===== config.mk =====
export PLATFORM = sky130hd
export DESIGN_NAME = cla_adder_flat
export DESIGN_NICKNAME = d
export VERILOG_FILES = /design/src/rtl/cla_pkg.sv /design/src/rtl/cla_adder_if.sv /design/src/rtl/cla_group4.sv /design/src/rtl/cla_adder.sv /design/src/flat_wrapper.sv
export SDC_FILE = /design/constraint.sdc
export NUM_CORES = 1
export LEC_CHECK = 0
export BUFFER_PORTS_ARGS = -buffer_cell sky130_fd_sc_hd__clkbuf_2
export CORE_AREA = 4 4 41 43
export CTS_CLUSTER_SIZE = 24
export DETAILED_ROUTE_END_ITERATION = 7
export DIE_AREA = 0 0 45 47
export HOLD_SLACK_MARGIN = 0.05
export PLACE_DENSITY = 0.66
export SYNTH_ARGS = -nofsm -noshare
export SYNTH_HDL_FRONTEND = slang
export SYNTH_HIERARCHICAL = 1
export SYNTH_SLANG_ARGS = --single-unit

===== constraint.sdc =====
create_clock -name clk -period 0.8 [get_ports clk]
set_clock_uncertainty 0.05 [all_clocks]
set_input_delay 0.12 -clock clk [delete_from_list [all_inputs] [get_ports clk]]
set_output_delay 0.12 -clock clk [all_outputs]
set_load 0.03 [all_outputs]

===== src/rtl/cla_pkg.sv =====
// Shared types for the carry-lookahead adder: group width and the
// generate/propagate pair passed from each 4-bit group to the second level.
package cla_pkg;

    localparam int CLA_GROUP_W = 4;

    typedef struct packed {
        logic g;    // group generates a carry regardless of carry-in
        logic p;    // group passes its carry-in straight through
    } cla_gp_t;

endpackage


===== src/rtl/cla_adder_if.sv =====
// Operand/result bundle for cla_adder. The ovf signal exists only when
// CLA_OVERFLOW_EN is defined.
interface cla_adder_if #(
    parameter int WIDTH = 4
);

    logic             in_valid;
    logic [WIDTH-1:0] a;
    logic [WIDTH-1:0] b;
    logic             cin;
    logic             out_valid;
    logic [WIDTH-1:0] sum;
    logic             cout;
`ifdef CLA_OVERFLOW_EN
    logic             ovf;

    modport master (output in_valid, a, b, cin, input out_valid, sum, cout, ovf);
    modport slave  (input in_valid, a, b, cin, output out_valid, sum, cout, ovf);
`else
    modport master (output in_valid, a, b, cin, input out_valid, sum, cout);
    modport slave  (input in_valid, a, b, cin, output out_valid, sum, cout);
`endif

endinterface


===== src/rtl/cla_group4.sv =====
// First-level 4-bit lookahead group: internal carries from the group
// carry-in, the group sum, and the group generate/propagate pair.
module cla_group4
    import cla_pkg::*;
(
    input  logic [CLA_GROUP_W-1:0] a,
    input  logic [CLA_GROUP_W-1:0] b,
    input  logic                   cin,
    output logic [CLA_GROUP_W-1:0] sum,
    output cla_gp_t                gp
);

    logic [CLA_GROUP_W-1:0] g;
    logic [CLA_GROUP_W-1:0] p;
    logic [CLA_GROUP_W-1:0] c;

    assign g = a & b;
    assign p = a ^ b;

    // Internal carries as flat sum-of-products of g/p and the group carry-in
    always_comb begin
        c    = '0;
        c[0] = cin;
        c[1] = g[0] | (p[0] & cin);
        c[2] = g[1] | (p[1] & g[0]) | (p[1] & p[0] & cin);
        c[3] = g[2] | (p[2] & g[1]) | (p[2] & p[1] & g[0]) | (p[2] & p[1] & p[0] & cin);
        sum  = p ^ c;
    end

    // Group G/P depend only on the operands, never on the carry-in, so the
    // second level can resolve all group carries without a loop back here
    always_comb begin
        gp   = '0;
        gp.g = g[3] | (p[3] & g[2]) | (p[3] & p[2] & g[1]) | (p[3] & p[2] & p[1] & g[0]);
        gp.p = &p;
    end

endmodule


===== src/rtl/cla_adder.sv =====
// Registered carry-lookahead adder. WIDTH/4 lookahead groups feed a
// second-level unit that forms every group carry-in directly from lower
// group G/P and cin; results are registered on in_valid, else held.
// Optional feature macro: CLA_OVERFLOW_EN adds the registered signed
// overflow output ovf.
module cla_adder
    import cla_pkg::*;
#(
    parameter int WIDTH = 4
) (
    input  logic         clk,
    input  logic         rst_n,
    cla_adder_if.slave   bus
);

    localparam int NG = WIDTH / CLA_GROUP_W;

    cla_gp_t [NG-1:0] gp;
    logic    [NG:0]   c_grp;
    logic [WIDTH-1:0] sum_c;

    logic [WIDTH-1:0] sum_d, sum_q;
    logic             cout_d, cout_q;
    logic             out_valid_d, out_valid_q;

    for (genvar gi = 0; gi < NG; gi++) begin : g_grp
        cla_group4 u_grp (
            .a   (bus.a[gi*CLA_GROUP_W +: CLA_GROUP_W]),
            .b   (bus.b[gi*CLA_GROUP_W +: CLA_GROUP_W]),
            .cin (c_grp[gi]),
            .sum (sum_c[gi*CLA_GROUP_W +: CLA_GROUP_W]),
            .gp  (gp[gi])
        );
    end

    // Carry into group k: OR over j<k of G[j] & P[j+1..k-1], plus cin & P[0..k-1].
    // Each carry is its own product-of-terms, no chaining through c_grp.
    function automatic logic grp_carry(input cla_gp_t [NG-1:0] gpv, input logic c0, input int k);
        logic c;
        logic t;
        c = c0;
        for (int i = 0; i < k; i++) c = c & gpv[i].p;
        for (int j = 0; j < k; j++) begin
            t = gpv[j].g;
            for (int i = j + 1; i < k; i++) t = t & gpv[i].p;
            c = c | t;
        end
        return c;
    endfunction

    // Second-level lookahead: all group carry-ins and the final carry-out
    always_comb begin
        c_grp = '0;
        for (int k = 0; k <= NG; k++) c_grp[k] = grp_carry(gp, bus.cin, k);
    end

    // Next-state: capture a fresh result only on in_valid, otherwise hold
    always_comb begin
        out_valid_d = bus.in_valid;
        sum_d       = bus.in_valid ? sum_c      : sum_q;
        cout_d      = bus.in_valid ? c_grp[NG]  : cout_q;
    end

    // Output registers, cleared asynchronously
    always_ff @(posedge clk or negedge rst_n) begin
        if (!rst_n) begin
            sum_q       <= '0;
            cout_q      <= 1'b0;
            out_valid_q <= 1'b0;
        end else begin
            sum_q       <= sum_d;
            cout_q      <= cout_d;
            out_valid_q <= out_valid_d;
        end
    end

    assign bus.sum       = sum_q;
    assign bus.cout      = cout_q;
    assign bus.out_valid = out_valid_q;

`ifdef CLA_OVERFLOW_EN
    logic c_msb;
    logic ovf_d, ovf_q;

    // Carry into the MSB is recovered from the MSB sum bit: s = a ^ b ^ c
    always_comb begin
        c_msb = bus.a[WIDTH-1] ^ bus.b[WIDTH-1] ^ sum_c[WIDTH-1];
        ovf_d = bus.in_valid ? (c_msb ^ c_grp[NG]) : ovf_q;
    end

    // Overflow flag registered alongside sum
    always_ff @(posedge clk or negedge rst_n) begin
        if (!rst_n) ovf_q <= 1'b0;
        else        ovf_q <= ovf_d;
    end

    assign bus.ovf = ovf_q;
`endif

endmodule


===== src/flat_wrapper.sv =====
// flat-port wrapper written by rule: the top's interface ports become plain ports
module cla_adder_flat import cla_pkg::*;
#(
    parameter int WIDTH = 4
)
  (clk, rst_n, bus_in_valid, bus_a, bus_b, bus_cin, bus_out_valid, bus_sum, bus_cout);
  cla_adder_if #(.WIDTH(WIDTH)) bus_i ();
  input  logic clk;
  input  logic rst_n;
  input wire logic [$bits(bus_i.in_valid)-1:0] bus_in_valid;
  input wire logic [$bits(bus_i.a)-1:0] bus_a;
  input wire logic [$bits(bus_i.b)-1:0] bus_b;
  input wire logic [$bits(bus_i.cin)-1:0] bus_cin;
  output wire logic [$bits(bus_i.out_valid)-1:0] bus_out_valid;
  output wire logic [$bits(bus_i.sum)-1:0] bus_sum;
  output wire logic [$bits(bus_i.cout)-1:0] bus_cout;
  assign bus_i.in_valid = bus_in_valid;
  assign bus_i.a = bus_a;
  assign bus_i.b = bus_b;
  assign bus_i.cin = bus_cin;
  assign bus_out_valid = bus_i.out_valid;
  assign bus_sum = bus_i.sum;
  assign bus_cout = bus_i.cout;
  cla_adder #(.WIDTH(WIDTH)) u_core (.clk(clk), .rst_n(rst_n), .bus(bus_i));
endmodule

==> results.toml <==
[global_routing]
grt_overflow = 0
grt_antenna_before_repair = 0
grt_use_met1_pct = 10.5
grt_busiest_layer = "met2"
grt_pass1_vias = 394
met3_usage_pct = 2.30
grt_pass1_wl_mm = 1.48
grt_use_total_pct = 10.1
grt_start_max_net_pins = 8
use_met2_pct = 18.1

[sta]
fin_ws_ns = -0.258
final-max-slew-violation-count = 0
finalHoldViolations = 0
slew_headroom_pct = 87.1
max_freq_mhz = 946
min_period_ns = 1.06
setup_viol = 11
min_period_over_period_pct = 132
worst_pin_slew_ns = 0.194
rsz0062_at_grt = "true"
holdWs_ns = 0.0806

[worst_setup_path]
worstReg2RegStart = "u_core/bus.sum[0]"
start_kind = "input pin"
reg2reg_slack_ns = -0.18
critPathCaptureType = "flip-flop"
worstPathRequired_ns = 0.87
cp.arrival_ns = 1.13
crit_fanout = 5
startpoint = "bus_a[2]"
critPathKind = "input pin to flip-flop"

[finish]
drive_gt1_share_pct = 71.4
diodes = 0
fin_nets = 83
area_growth_pct = 96.8

[synthesis]
synth_top_area_share_pct = 38.3
yosys-top-cells-area = "dfrtp_1, ha_1, mux2_2, fa_1, xnor2_1"
avgSynthCellArea_um2 = 11.2
synth_cells = 35
synth.yosys.seq_area_share_pct = 38.3
yosysUniqueCellTypes = 15
synth_top_cell_by_area = "dfrtp_1"
yosysWarnings = 6
synth-seq-cells = 6
syn_nets = 53
syn_area_um2 = 392

[power_and_ir_drop]
fin_total_pwr_uw = 1390
p_int_uw = 935
leakage_uw = 0.000374
ir_worst_vdd_v = 0.000816
p_seq_share_pct = 29.9
clockPowerShare_pct = 19.4
p_per_area_nw_per_um2 = 1810
switching_share_pct = 32.9
p_switching_uw = 458
pwr-share-comb_pct = 50.7

[clock_network]
clock-sinks = 6
worstSkewPairLatency_ns = 0.24
htreeDepth = 1
cts_made_buffers = 3
ctsLongestPathBuffers = 2
clkTransAtPathRegs_ns = 0.04
cts_tree = "yes"
cts_root_buf = "clkbuf_4"

[flow_run]
maxCapViolCount = 0

[floorplanning]
initial_core_util_pct = 30.1
dieArea_um2 = 2120
fp.dieW_um = 45
core.rowCount = 13
die_h_um = 47
core_um2 = 1300
pin_count = 18

[detailed_routing]
via_per_inst = 4.76
ant_nets = 0
num_vias = 371
wirelength_mm = 1.06
wl_per_cell_um = 13.6
drt_iter0_drc = 2
drcViolationCount = 0
dr.pass1.iters = 2

[hold_path]
hold_class = "input pin to flip-flop"
hold_start = "bus_in_valid"

[placed_design]
numPortBuffers = 17
hpwl_um = 720
gp_congestion = 0.753

[run_status]
status = "complete, but fails checks"
violations = "setup timing"
-- cell type report --
cell class,count,area (um2)
clock buffers,3,22.5
fillers,111,531
well taps,15,18.8
multi-input cells,25,307
inverters,4,25.0
repair buffers,25,248
flip-flops and latches,6,150
-- cells by family (layout without fill, tap and decap cells) --
family	count (synthesis)	in the layout	share of synthesized area [%]
buffers and inverters	4	32	3.83
XOR/XNOR	3	3	6.71
multiplexers	4	4	11.5
AND/OR/NAND/NOR	6	6	8.63
AO/OA/AOI/OAI	6	6	9.90
adder cells (fa/ha/maj)	6	6	21.1
flip-flops	6	6	38.3
-- worst paths after layout --
| kind | to | cells past startpoint |
|---|---|---|
| setup / recovery | u_core/bus.sum[3] | 6 |
| hold / removal | u_core/bus.out_valid | 1 |
| setup reg to reg | u_core/bus.sum[0] | 2 |
| hold reg to reg | u_core/bus.sum[3] | 1 |
| max in group asynchronous | u_core/bus.out_valid | 2 |
| min in group asynchronous | u_core/bus.sum[2] | 2 |
-- layer usage --
metal / part of all wire (%) / up-vias
met5: 0 / -
met4: 0 / 0
met3: 1.1 / 0
met2: 60 / 4
met1: 38 / 187
li1: - / 180
-- state kept, by name (all words and copies together), names as in the netlist --
| register | cells |
|---|---|
| u_core/bus.sum | 4 |
| u_core/bus.cout | 1 |
| u_core/bus.out_valid | 1 |
-- repair_timing --
action / 4_1_cts / 5_1_grt
buffers inserted: 3 / 0
gates resized for setup: 19 / 14
hold endpoints to repair: 6 / 0
setup endpoints to repair: 11 / 11
pin swaps: 2 / 2
hold buffers: 1 / 0
-- layout by cell type (no fill, tap or decap), drive strengths merged --
cell,synthesis,final
inv,4,4
nand2,1,1
buf,0,15
nand4,1,1
and4,1,1
clkbuf,0,12
a21o,2,2
nor2,1,1
nand3,2,2
xnor2,2,2
mux2,4,4
dlygate4sd3,0,1
ha,5,5
dfrtp,6,6
xor2,1,1
a21oi,4,4
fa,1,1
-- per-stage QoR --
stage,TNS (ns),util (%),worst slack [ns],cells,cell area (um2)
after global placement,-2.29,44.9,-0.504,71,584
after floorplan,-1.41,-,-0.325,35,450
after global routing,-2.11,59.2,-0.286,78,771
after CTS,-1.90,56.6,-0.239,78,737
after detailed placement,-2.39,44.9,-0.510,71,584
final,-1.85,59.2,-0.258,78,771
-- cell usage after synthesis (all sizes together) --
master / instances
dfrtp: 6
ha: 5
a21oi: 4
inv: 4
mux2: 4
a21o: 2
nand3: 2
xnor2: 2
and4: 1
fa: 1
nand2: 1
nand4: 1
nor2: 1
xor2: 1
-- power groups by stage --
stage | combinational [uW] | sequential (uW) | clock (uW)
global route | 744 | 422 | 300
finish | 706 | 417 | 270
detailed placement | 473 | 399 | 0
floorplan | 188 | 512 | 0
global placement | 465 | 397 | 0
CTS | 647 | 400 | 271
-- critical path, cell delays in order --
cell and delay, ns:
clkbuf_2 0.10, ha_4 0.27, nand4_1 0.13, nand3_2 0.10
xor2_1 0.16, mux2_2 0.26
No activity file was read; power rests on OpenSTA's default activity.
